--- src/rtl/space_invaders_pkg.sv ---
// Shared types for the space invaders game logic.
// Ship movement FSM states, button directions and playfield limits.
package space_invaders_pkg;

  typedef enum logic [1:0] {
    ST_IDLE,
    ST_FIRST,
    ST_HOLD,
    ST_REPEAT
  } move_state_e;

  typedef enum logic {
    DIR_LEFT,
    DIR_RIGHT
  } move_dir_e;

  typedef enum logic [1:0] {
    REQ_NONE,
    REQ_LEFT,
    REQ_RIGHT
  } move_req_e;

  localparam logic [4:0] X_MAX_DEF = 5'd27;

  function automatic move_req_e decode_req(
    input logic l,
    input logic r
  );
    move_req_e req;
    req = REQ_NONE;
    unique case (1'b1)
      (l & ~r): req = REQ_LEFT;
      (r & ~l): req = REQ_RIGHT;
      default:  req = REQ_NONE;
    endcase
    return req;
  endfunction

  function automatic move_dir_e req_dir(
    input move_req_e req
  );
    return (req == REQ_RIGHT) ? DIR_RIGHT : DIR_LEFT;
  endfunction

endpackage

--- src/rtl/ship_move_ctrl_if.sv ---
// Signal bundle between the ship movement controller and its
// surroundings (frame timing, buttons, ship datapath).
interface ship_move_ctrl_if;
  import space_invaders_pkg::*;

  logic       i_frame_tick;
  logic       i_game_active;
  logic       i_left_debounced;
  logic       i_right_debounced;
  logic [4:0] i_ship_x;
  logic       o_move_left;
  logic       o_move_right;
  logic       o_repeating;

  modport master (
    output i_frame_tick,
    output i_game_active,
    output i_left_debounced,
    output i_right_debounced,
    output i_ship_x,
    input  o_move_left,
    input  o_move_right,
    input  o_repeating
  );

  modport slave (
    input  i_frame_tick,
    input  i_game_active,
    input  i_left_debounced,
    input  i_right_debounced,
    input  i_ship_x,
    output o_move_left,
    output o_move_right,
    output o_repeating
  );

endinterface

--- src/rtl/move_repeat_timer.sv ---
// Loadable 4-bit frame down-counter for button auto-repeat.
// Clear wins over load, load wins over decrement.
module move_repeat_timer (
  input  logic       clk,
  input  logic       rst_n,
  input  logic       clr_i,
  input  logic       load_i,
  input  logic [3:0] load_val_i,
  input  logic       dec_i,
  output logic       zero_o
);

  logic [3:0] cnt_q;
  logic [3:0] cnt_d;

  always_comb begin
    cnt_d = cnt_q;
    if (clr_i) begin
      cnt_d = 4'd0;
    end else if (load_i) begin
      cnt_d = load_val_i;
    end else if (dec_i && (cnt_q != 4'd0)) begin
      cnt_d = cnt_q - 4'd1;
    end
  end

  always_ff @(posedge clk or negedge rst_n) begin
    if (!rst_n) begin
      cnt_q <= 4'd0;
    end else begin
      cnt_q <= cnt_d;
    end
  end

  assign zero_o = (cnt_q == 4'd0);

endmodule

--- src/rtl/ship_move_ctrl.sv ---
// Ship movement controller: one move per press, then auto-repeat
// after a hold delay, clipped at the playfield edges.
module ship_move_ctrl
  import space_invaders_pkg::*;
#(
  parameter int unsigned HOLD_FRAMES   = 8,
  parameter int unsigned REPEAT_FRAMES = 2,
  parameter logic [4:0]  X_MAX         = X_MAX_DEF
) (
  input logic             i_clk_25MHz,
  input logic             i_reset_n,
  ship_move_ctrl_if.slave bus
);

  localparam logic [3:0] HOLD_LD = 4'(HOLD_FRAMES - 1);
  localparam logic [3:0] REP_LD  = 4'(REPEAT_FRAMES - 1);

  move_state_e state_q;
  move_state_e state_d;
  move_dir_e   dir_q;
  move_dir_e   dir_d;
  logic        left_q;
  logic        left_d;
  logic        right_q;
  logic        right_d;

  move_req_e   req;
  move_dir_e   rdir;
  logic        fire;
  logic        t_clr;
  logic        t_load;
  logic [3:0]  t_val;
  logic        t_dec;
  logic        t_zero;

  move_repeat_timer u_timer (
    .clk       (i_clk_25MHz),
    .rst_n     (i_reset_n),
    .clr_i     (t_clr),
    .load_i    (t_load),
    .load_val_i(t_val),
    .dec_i     (t_dec),
    .zero_o    (t_zero)
  );

  assign req  = decode_req(bus.i_left_debounced,
                           bus.i_right_debounced);
  assign rdir = req_dir(req);

  always_comb begin
    state_d = state_q;
    dir_d   = dir_q;
    fire    = 1'b0;
    t_clr   = 1'b0;
    t_load  = 1'b0;
    t_val   = HOLD_LD;
    t_dec   = 1'b0;
    left_d  = 1'b0;
    right_d = 1'b0;

    unique case (state_q)
      ST_IDLE: begin
        if (req != REQ_NONE) begin
          state_d = ST_FIRST;
          dir_d   = rdir;
          t_clr   = 1'b1;
        end
      end
      ST_FIRST: begin
        if (bus.i_frame_tick) begin
          fire    = 1'b1;
          t_load  = 1'b1;
          t_val   = HOLD_LD;
          state_d = ST_HOLD;
        end
      end
      ST_HOLD: begin
        if (bus.i_frame_tick) begin
          if (t_zero) begin
            fire    = 1'b1;
            t_load  = 1'b1;
            t_val   = REP_LD;
            state_d = ST_REPEAT;
          end else begin
            t_dec = 1'b1;
          end
        end
      end
      ST_REPEAT: begin
        if (bus.i_frame_tick) begin
          if (t_zero) begin
            fire   = 1'b1;
            t_load = 1'b1;
            t_val  = REP_LD;
          end else begin
            t_dec = 1'b1;
          end
        end
      end
      default: state_d = ST_IDLE;
    endcase

    // Release or reversal preempts any tick-driven action this cycle
    if (state_q != ST_IDLE) begin
      if (req == REQ_NONE) begin
        state_d = ST_IDLE;
        fire    = 1'b0;
        t_load  = 1'b0;
        t_dec   = 1'b0;
      end else if (rdir != dir_q) begin
        state_d = ST_FIRST;
        dir_d   = rdir;
        fire    = 1'b0;
        t_load  = 1'b0;
        t_dec   = 1'b0;
        t_clr   = 1'b1;
      end
    end

    if (!bus.i_game_active) begin
      state_d = ST_IDLE;
      dir_d   = dir_q;
      fire    = 1'b0;
      t_clr   = 1'b0;
      t_load  = 1'b0;
      t_dec   = 1'b0;
    end

    if (fire) begin
      left_d  = (dir_q == DIR_LEFT) &&
                (bus.i_ship_x != 5'd0);
      right_d = (dir_q == DIR_RIGHT) &&
                (bus.i_ship_x < X_MAX);
    end
  end

  always_ff @(posedge i_clk_25MHz or negedge i_reset_n) begin
    if (!i_reset_n) begin
      state_q <= ST_IDLE;
      dir_q   <= DIR_LEFT;
      left_q  <= 1'b0;
      right_q <= 1'b0;
    end else begin
      state_q <= state_d;
      dir_q   <= dir_d;
      left_q  <= left_d;
      right_q <= right_d;
    end
  end

  assign bus.o_move_left  = left_q;
  assign bus.o_move_right = right_q;
  assign bus.o_repeating  = (state_q == ST_REPEAT);

endmodule

--- src/flat_wrapper.sv ---
// flat-port wrapper written by rule: the top's interface ports become plain ports
module ship_move_ctrl_flat import space_invaders_pkg::*;
#(
  parameter int unsigned HOLD_FRAMES   = 8,
  parameter int unsigned REPEAT_FRAMES = 2,
  parameter logic [4:0]  X_MAX         = X_MAX_DEF
)
  (i_clk_25MHz, i_reset_n, bus_i_frame_tick, bus_i_game_active, bus_i_left_debounced, bus_i_right_debounced, bus_i_ship_x, bus_o_move_left, bus_o_move_right, bus_o_repeating);
  ship_move_ctrl_if bus_i ();
  input logic i_clk_25MHz;
  input logic i_reset_n;
  input wire logic [$bits(bus_i.i_frame_tick)-1:0] bus_i_frame_tick;
  input wire logic [$bits(bus_i.i_game_active)-1:0] bus_i_game_active;
  input wire logic [$bits(bus_i.i_left_debounced)-1:0] bus_i_left_debounced;
  input wire logic [$bits(bus_i.i_right_debounced)-1:0] bus_i_right_debounced;
  input wire logic [$bits(bus_i.i_ship_x)-1:0] bus_i_ship_x;
  output wire logic [$bits(bus_i.o_move_left)-1:0] bus_o_move_left;
  output wire logic [$bits(bus_i.o_move_right)-1:0] bus_o_move_right;
  output wire logic [$bits(bus_i.o_repeating)-1:0] bus_o_repeating;
  assign bus_i.i_frame_tick = bus_i_frame_tick;
  assign bus_i.i_game_active = bus_i_game_active;
  assign bus_i.i_left_debounced = bus_i_left_debounced;
  assign bus_i.i_right_debounced = bus_i_right_debounced;
  assign bus_i.i_ship_x = bus_i_ship_x;
  assign bus_o_move_left = bus_i.o_move_left;
  assign bus_o_move_right = bus_i.o_move_right;
  assign bus_o_repeating = bus_i.o_repeating;
  ship_move_ctrl #(.HOLD_FRAMES(HOLD_FRAMES), .REPEAT_FRAMES(REPEAT_FRAMES), .X_MAX(X_MAX)) u_core (.i_clk_25MHz(i_clk_25MHz), .i_reset_n(i_reset_n), .bus(bus_i));
endmodule
--- config.mk ---
export PLATFORM = sky130hd
export DESIGN_NAME = ship_move_ctrl_flat
export DESIGN_NICKNAME = d
export VERILOG_FILES = /design/src/rtl/space_invaders_pkg.sv /design/src/rtl/ship_move_ctrl_if.sv /design/src/rtl/move_repeat_timer.sv /design/src/rtl/ship_move_ctrl.sv /design/src/flat_wrapper.sv
export SDC_FILE = /design/constraint.sdc
export NUM_CORES = 1
export LEC_CHECK = 0
export CORE_AREA = 2 2 39 41
export CTS_CLUSTER_SIZE = 40
export DETAILED_ROUTE_END_ITERATION = 8
export DIE_AREA = 0 0 41 43
export DONT_BUFFER_PORTS = 1
export MAX_ROUTING_LAYER = met4
export SETUP_SLACK_MARGIN = 0.3
export SLEW_MARGIN = 20
export SYNTH_ARGS = -nofsm -noshare
export SYNTH_HDL_FRONTEND = slang
export SYNTH_SLANG_ARGS = --single-unit
--- constraint.sdc ---
create_clock -name i_clk_25MHz -period 4.9 [get_ports i_clk_25MHz]
set_input_delay 1.47 -clock i_clk_25MHz [delete_from_list [all_inputs] [get_ports i_clk_25MHz]]
set_output_delay 1.47 -clock i_clk_25MHz [all_outputs]
set_load 0.02 [all_outputs]
==> metrics.txt, run 1 <==
Ys Warns=0; startpoint types=input pin; htree depth=1; vias in the first global route=447; chip width=41 µm; placed cells=75; total CTS buffers=3; Die Y=43 µm; port bufs=0; Leakage=0.260 nW; min cycle time layout=2550 ps; maximum fanout along the worst path=5; sequential share of power=0.477; initial antenna violation count=0; final setup TNS=0 ps; DRT iter0 DRCs=2; # hold bufs at CTS=0; Syn Area/Cell=9.54 µm²; Inserted Diodes=0; max-cap violation count=0; clock skew=4.56 ps; Vias=440; Cell Int Power=130 µW; total gr overflow=0; status=completed; crit path DAT=2760 ps; clock latency on the worst-skew pair=270 ps; largest net degree at the start of global routing=10; Netlist cell types=29; clock tree from TritonCTS=yes; share of layout cells above drive strength 1=0.143; Rows=14; initial core utilization=0.407; TritonRoute pass-1 iters=4; critical path type=input pin to register; Logic pwr share=0.208; Synth Instances=59; worst slew pin tran=374 ps; post_cts resized=0; critical path required time=5110 ps; Core Region=1380 µm²; Achievable Freq=393 MHz; GRT Overall Usage=0.158; maximum VDD drop=161 µV; post-route ant nets=0; Seq/Total Area, Yosys=0.400; final slew viol count=0; clk sinks=9; I/O pins=14; clock buffer depth=2; Area growth syn-to-layout=8.44%; synthesized flop and latch total=9; Post-Syn Area=563 µm²; Total Nets Final=77; Setup Buffers After CTS=0; Syn Nets=72; Final Wtd Congestion=0.837; clock root buffer=clkbuf_4; HP Class=register to register; Routed WL=988 µm; Tcrit/Tclk final=0.519; Clk pin slew, worst setup/hold paths=70 ps; RSZ-0062 raised after global routing=no; final hold violation count=0; relative max-transition margin=0.748; Post-DP HPWL=787 µm; Finish-stage setup viols=0; first-pass GRT wire length=1.82 mm; Sw Pwr=58.7 µW; non-filler cells in the finished layout=79; CP endpoint kind=register; wire per inst=12.5 µm; pwr dens=309 nW/µm²; die area=1760 µm²; Sw Ratio=0.311; Vias/cell=5.57; Clock power frac=0.316; drt drc=0
power by group through the flow:
stage	clock network, mW	logic [mW]	registers, mW
detailed placement	0	0.0393	0.0915
global route	0.0653	0.0451	0.0912
finish	0.0596	0.0392	0.0900
floorplan	0	0.0342	0.0893
global placement	0	0.0389	0.0915
CTS	0.0618	0.0396	0.0900
cell type report:
cell class              count  area [µm²]
clock buffers               3        22.5
clock inverters             1        5.00
fillers                   132         773
multi-input cells          47         327
well taps                  16        20.0
flip-flops and latches      9         225
inverters                   3        11.3
worst max-delay path, cell delays in order:
cell	delay (ps)
inv_1	20
ha_1	210
xnor2_2	310
o21ai_0	240
a2111oi_2	360
a221o_1	150
sequential cells by signal, summed over array words and instances, names as in the netlist:
name and flops:
u_core.state_q 2, u_core.bus.o_move_right 1, u_core.bus.o_move_left 1, u_core.u_timer.cnt_q 4, u_core.dir_q 1
path summary, 6_finish.rpt:
path                                         start                 endpoint  cells past startpoint  slack (ps)
max                           bus_i_left_debounced  u_core.u_timer.cnt_q[2]                      6        2350
min                        u_core.u_timer.cnt_q[0]  u_core.u_timer.cnt_q[0]                      1         500
max reg2reg                u_core.u_timer.cnt_q[0]  u_core.u_timer.cnt_q[2]                      6        3250
min reg2reg                u_core.u_timer.cnt_q[0]  u_core.u_timer.cnt_q[0]                      1         500
max in group asynchronous                i_reset_n             u_core.dir_q                      0        3940
min in group asynchronous                i_reset_n  u_core.u_timer.cnt_q[2]                      0         890
synthesized netlist by cell type (all sizes together):
master | instances | area (µm²)
nand2b | 2 | 12.5
o21ai | 3 | 15.0
o211ai | 1 | 21.3
inv | 3 | 11.3
or2b | 1 | 7.51
dfrtp | 9 | 225
nor2 | 3 | 11.3
nor3 | 3 | 15.0
o21a | 1 | 7.51
or4 | 1 | 7.51
a22o | 1 | 8.76
nand3 | 2 | 10.0
nand4 | 1 | 6.26
and3b | 1 | 8.76
a21oi | 3 | 15.0
nor2b | 2 | 12.5
nand2 | 9 | 33.8
a2111oi | 1 | 15.0
or4b | 1 | 10.0
and4bb | 1 | 16.3
and2b | 1 | 7.51
a221o | 1 | 10.0
o22ai | 2 | 12.5
xnor2 | 1 | 16.3
ha | 2 | 25.0
and2 | 1 | 7.51
a31oi | 1 | 6.26
nor3b | 1 | 7.51
kinds of logic after synthesis:
family / Yosys count / share of synthesized area
AO/OA/AOI/OAI: 14 / 0.198
XOR/XNOR: 1 / 0.0289
adder cells (fa/ha/maj): 2 / 0.0444
buffers and inverters: 3 / 0.0200
flip-flops: 9 / 0.400
AND/OR/NAND/NOR: 30 / 0.309
routing by layer:
metal  vias up  global-route usage  wire length (µm)
li1        224                   -                 -
met5         -                   -                 0
met2         8               0.219               470
met4         0              0.0800                16
met3         2              0.0524                63
met1       206               0.201               438
cells in the final DEF (no fill, tap or decap):
cell	netlist	final
o22ai_1	2	2
nand4_1	1	1
and3b_1	1	1
a221o_1	1	1
o21ai_0	2	2
a31oi_1	1	1
nor3b_1	1	1
inv_1	3	3
nand3_1	2	2
or4_1	1	1
and2_2	1	1
and4bb_4	1	1
a2111oi_2	1	1
a21oi_1	3	3
nand2_1	9	9
xnor2_2	1	1
nor2_1	3	3
dfrtp_1	9	9
nor2b_1	2	2
clkinv_2	0	1
ha_1	2	2
nand2b_1	2	2
o211ai_4	1	1
a22o_1	1	1
and2b_1	1	1
clkbuf_4	0	3
o21a_1	1	1
or2b_1	1	1
o21ai_1	1	1
nor3_1	3	3
or4b_1	1	1
through the flow:
stage / setup WS, ps / cell area (µm²) / util / power [mW] / hold slack (ps)
after floorplan: 2150 / 563 / - / 0.124 / 467
after global placement: 2080 / 583 / 0.421 / 0.130 / 495
after detailed placement: 2080 / 583 / 0.421 / 0.131 / 502
after CTS: 2360 / 611 / 0.441 / 0.191 / 511
after global routing: 2210 / 611 / 0.441 / 0.202 / 541
final: 2350 / 611 / 0.441 / 0.189 / 502
Note: power is estimated with default switching activity, not from simulation.
==> inputs of run 2 (changes only) <==
==> constraint.sdc (replaced) <==
create_clock -name i_clk_25MHz -period 2.5 [get_ports i_clk_25MHz]
set_input_delay 0.75 -clock i_clk_25MHz [delete_from_list [all_inputs] [get_ports i_clk_25MHz]]
set_output_delay 0.75 -clock i_clk_25MHz [all_outputs]
set_load 0.02 [all_outputs]
==> results of run 2 <==
The final DEF is identical to that of run 1. Status: completed.
Main changes from that run: setup slack after placement 2080 ps -> 397 ps; setup slack after layout 2350 ps -> 675 ps; hold slack 502 ps -> 166 ps; register-to-register setup slack 3250 ps -> 850 ps; total power 0.189 mW -> 0.370 mW; worst IR drop on VDD 161 µV -> 316 µV
==> variant: new RTL, config.mk and constraints of run 1 <==
The 4 states of `move_state_e` get a one-hot encoding in 4 bits.
--- a/src/rtl/space_invaders_pkg.sv
+++ b/src/rtl/space_invaders_pkg.sv
@@ -2,11 +2,11 @@
 // Ship movement FSM states, button directions and playfield limits.
 package space_invaders_pkg;
 
-  typedef enum logic [1:0] {
-    ST_IDLE,
-    ST_FIRST,
-    ST_HOLD,
-    ST_REPEAT
+  typedef enum logic [3:0] {
+    ST_IDLE   = 4'b0001,
+    ST_FIRST  = 4'b0010,
+    ST_HOLD   = 4'b0100,
+    ST_REPEAT = 4'b1000
   } move_state_e;
 
   typedef enum logic {
Check against the original RTL: no difference found for any inputs over 10 cycles, from zero or initial values and one cycle with i_reset_n low; not proved beyond that.
==> variant against run 1 <==
Power rose by 9.0%. Design area rose by 23%. Clock power rose by 4.7%. Die area did not move. Sequential cell count rose by 2. Synthesized area rose by 28%. Setup slack got worse by 0.61 ns. Routed wire length rose by 34%. Count of clock-buffer cells in the layout did not move. Fmax fell by 19%. Synthesized cell count rose by 32%.
==> variant: results (changes against run 1) <==
GRT Total Usage=18.4% (+2.5 points); initial antenna violation count=0 (unchanged); CTS Buf Count=3 (unchanged); Post-Synth Adder-Cell Area=3.47% (-0.98 points); fraction of layout cells with a size suffix above 1=15.0% (+0.71 points); largest stage delay on the critical path=0.63 ns (+0.27 ns); Synth Flop Type=dfrtp_1; Avg Vias per Cell=5.93 (+6.4%); R2R cell count=5 (-1); Initial DRC Count=11 (+9); top flop regs=u_core.state_q (4), u_core.u_timer.cnt_q (4); first element of the critical path=u_core.state_q[1]; Syn Nets=91 (+26%); Compound-Gate Fraction of Synth Area=14.9% (-4.9 points); R2R setup slack=3.15 ns (-0.10 ns); nets=94 (+22%); Max Clock Skew=0.00482 ns (+0.000265 ns); vias in the first global route=502 (+12%); first-pass GRT wire length=2.09 mm (+15%); WL final=1.33 mm (+34%); dpl hpwl=1.04 mm (+32%); post-synthesis xor/xnor area fraction=7.28% (+4.4 points); port bufs=0 (unchanged); crit-path max FO=6 (+1); synth top area cells=dfrtp_1, nand2_1, dfstp_2; clock root buffer=clkbuf_4; Crit-path slowest cell=nor3b_1; Worst Path Arrival=1.69 ns (-1.07 ns); Unique masters post-synth=37 (+28%); cell count of the worst hold path=2 (+1); outcome=finished clean; largest net degree at the start of global routing=12 (+2); asr flop ratio synth=100% (unchanged); CP delay by family, top=simple AND/OR/NAND/NOR gates; HP Class=flip-flop to flip-flop; GPL Wtd Cong=0.863 (+3.1%); postcts setup bufs=0 (unchanged); worst skew pair latency=0.27 ns (about the same); Setup crit end=bus_o_repeating; Peak VDD IR=0.000140 V (-13%); Hold Path Origin=u_core.u_timer.cnt_q[1]; Worst setup EP type=output port; Leakage=0.314 nW (+21%); Seq/Total Area, Yosys=38.3% (-1.7 points); WHS Endpoint=u_core.u_timer.cnt_q[1]; Critical R2R Launch=u_core.state_q[0]; Post-synth top cells=dfrtp_1, nand2_1, nor2_1; Least-Margin Pin Slew=0.669 ns (+0.295 ns)
variant: final cells by class:
class,instances,area (um^2)
fillers,128,631
clock buffers,3,22.5
inverters,5,18.8
clock inverters,1,5.00
well taps,16,20.0
multi-input cells,60,410
flip-flops and latches,11,277
variant: metrics by stage:
stage | hold slack, ns | std cells | util (%) | instance area [um^2] | setup WS [ns]
detailed placement | 0.535 | 92 | 52.4 | 726 | 2.05
global route | 0.579 | 96 | 54.4 | 753 | 1.68
floorplan | 0.502 | 78 | - | 722 | 2.14
finish | 0.543 | 96 | 54.4 | 753 | 1.74
global placement | 0.538 | 92 | 52.4 | 726 | 2.07
CTS | 0.546 | 96 | 54.4 | 753 | 1.75
variant: routing by layer:
metal	track usage (%)	up-vias	wire, um
li1	-	281	-
met1	23.5	261	640
met2	25.6	25	587
met3	4.71	2	83
met4	10.0	0	14
met5	-	-	0
variant: report_power, final:
part,switching [mW],internal [mW],leakage [nW]
Clock,0.0322,0.0302,0.0177
Sequential,0.00613,0.0965,0.148
Combinational,0.0224,0.0183,0.148
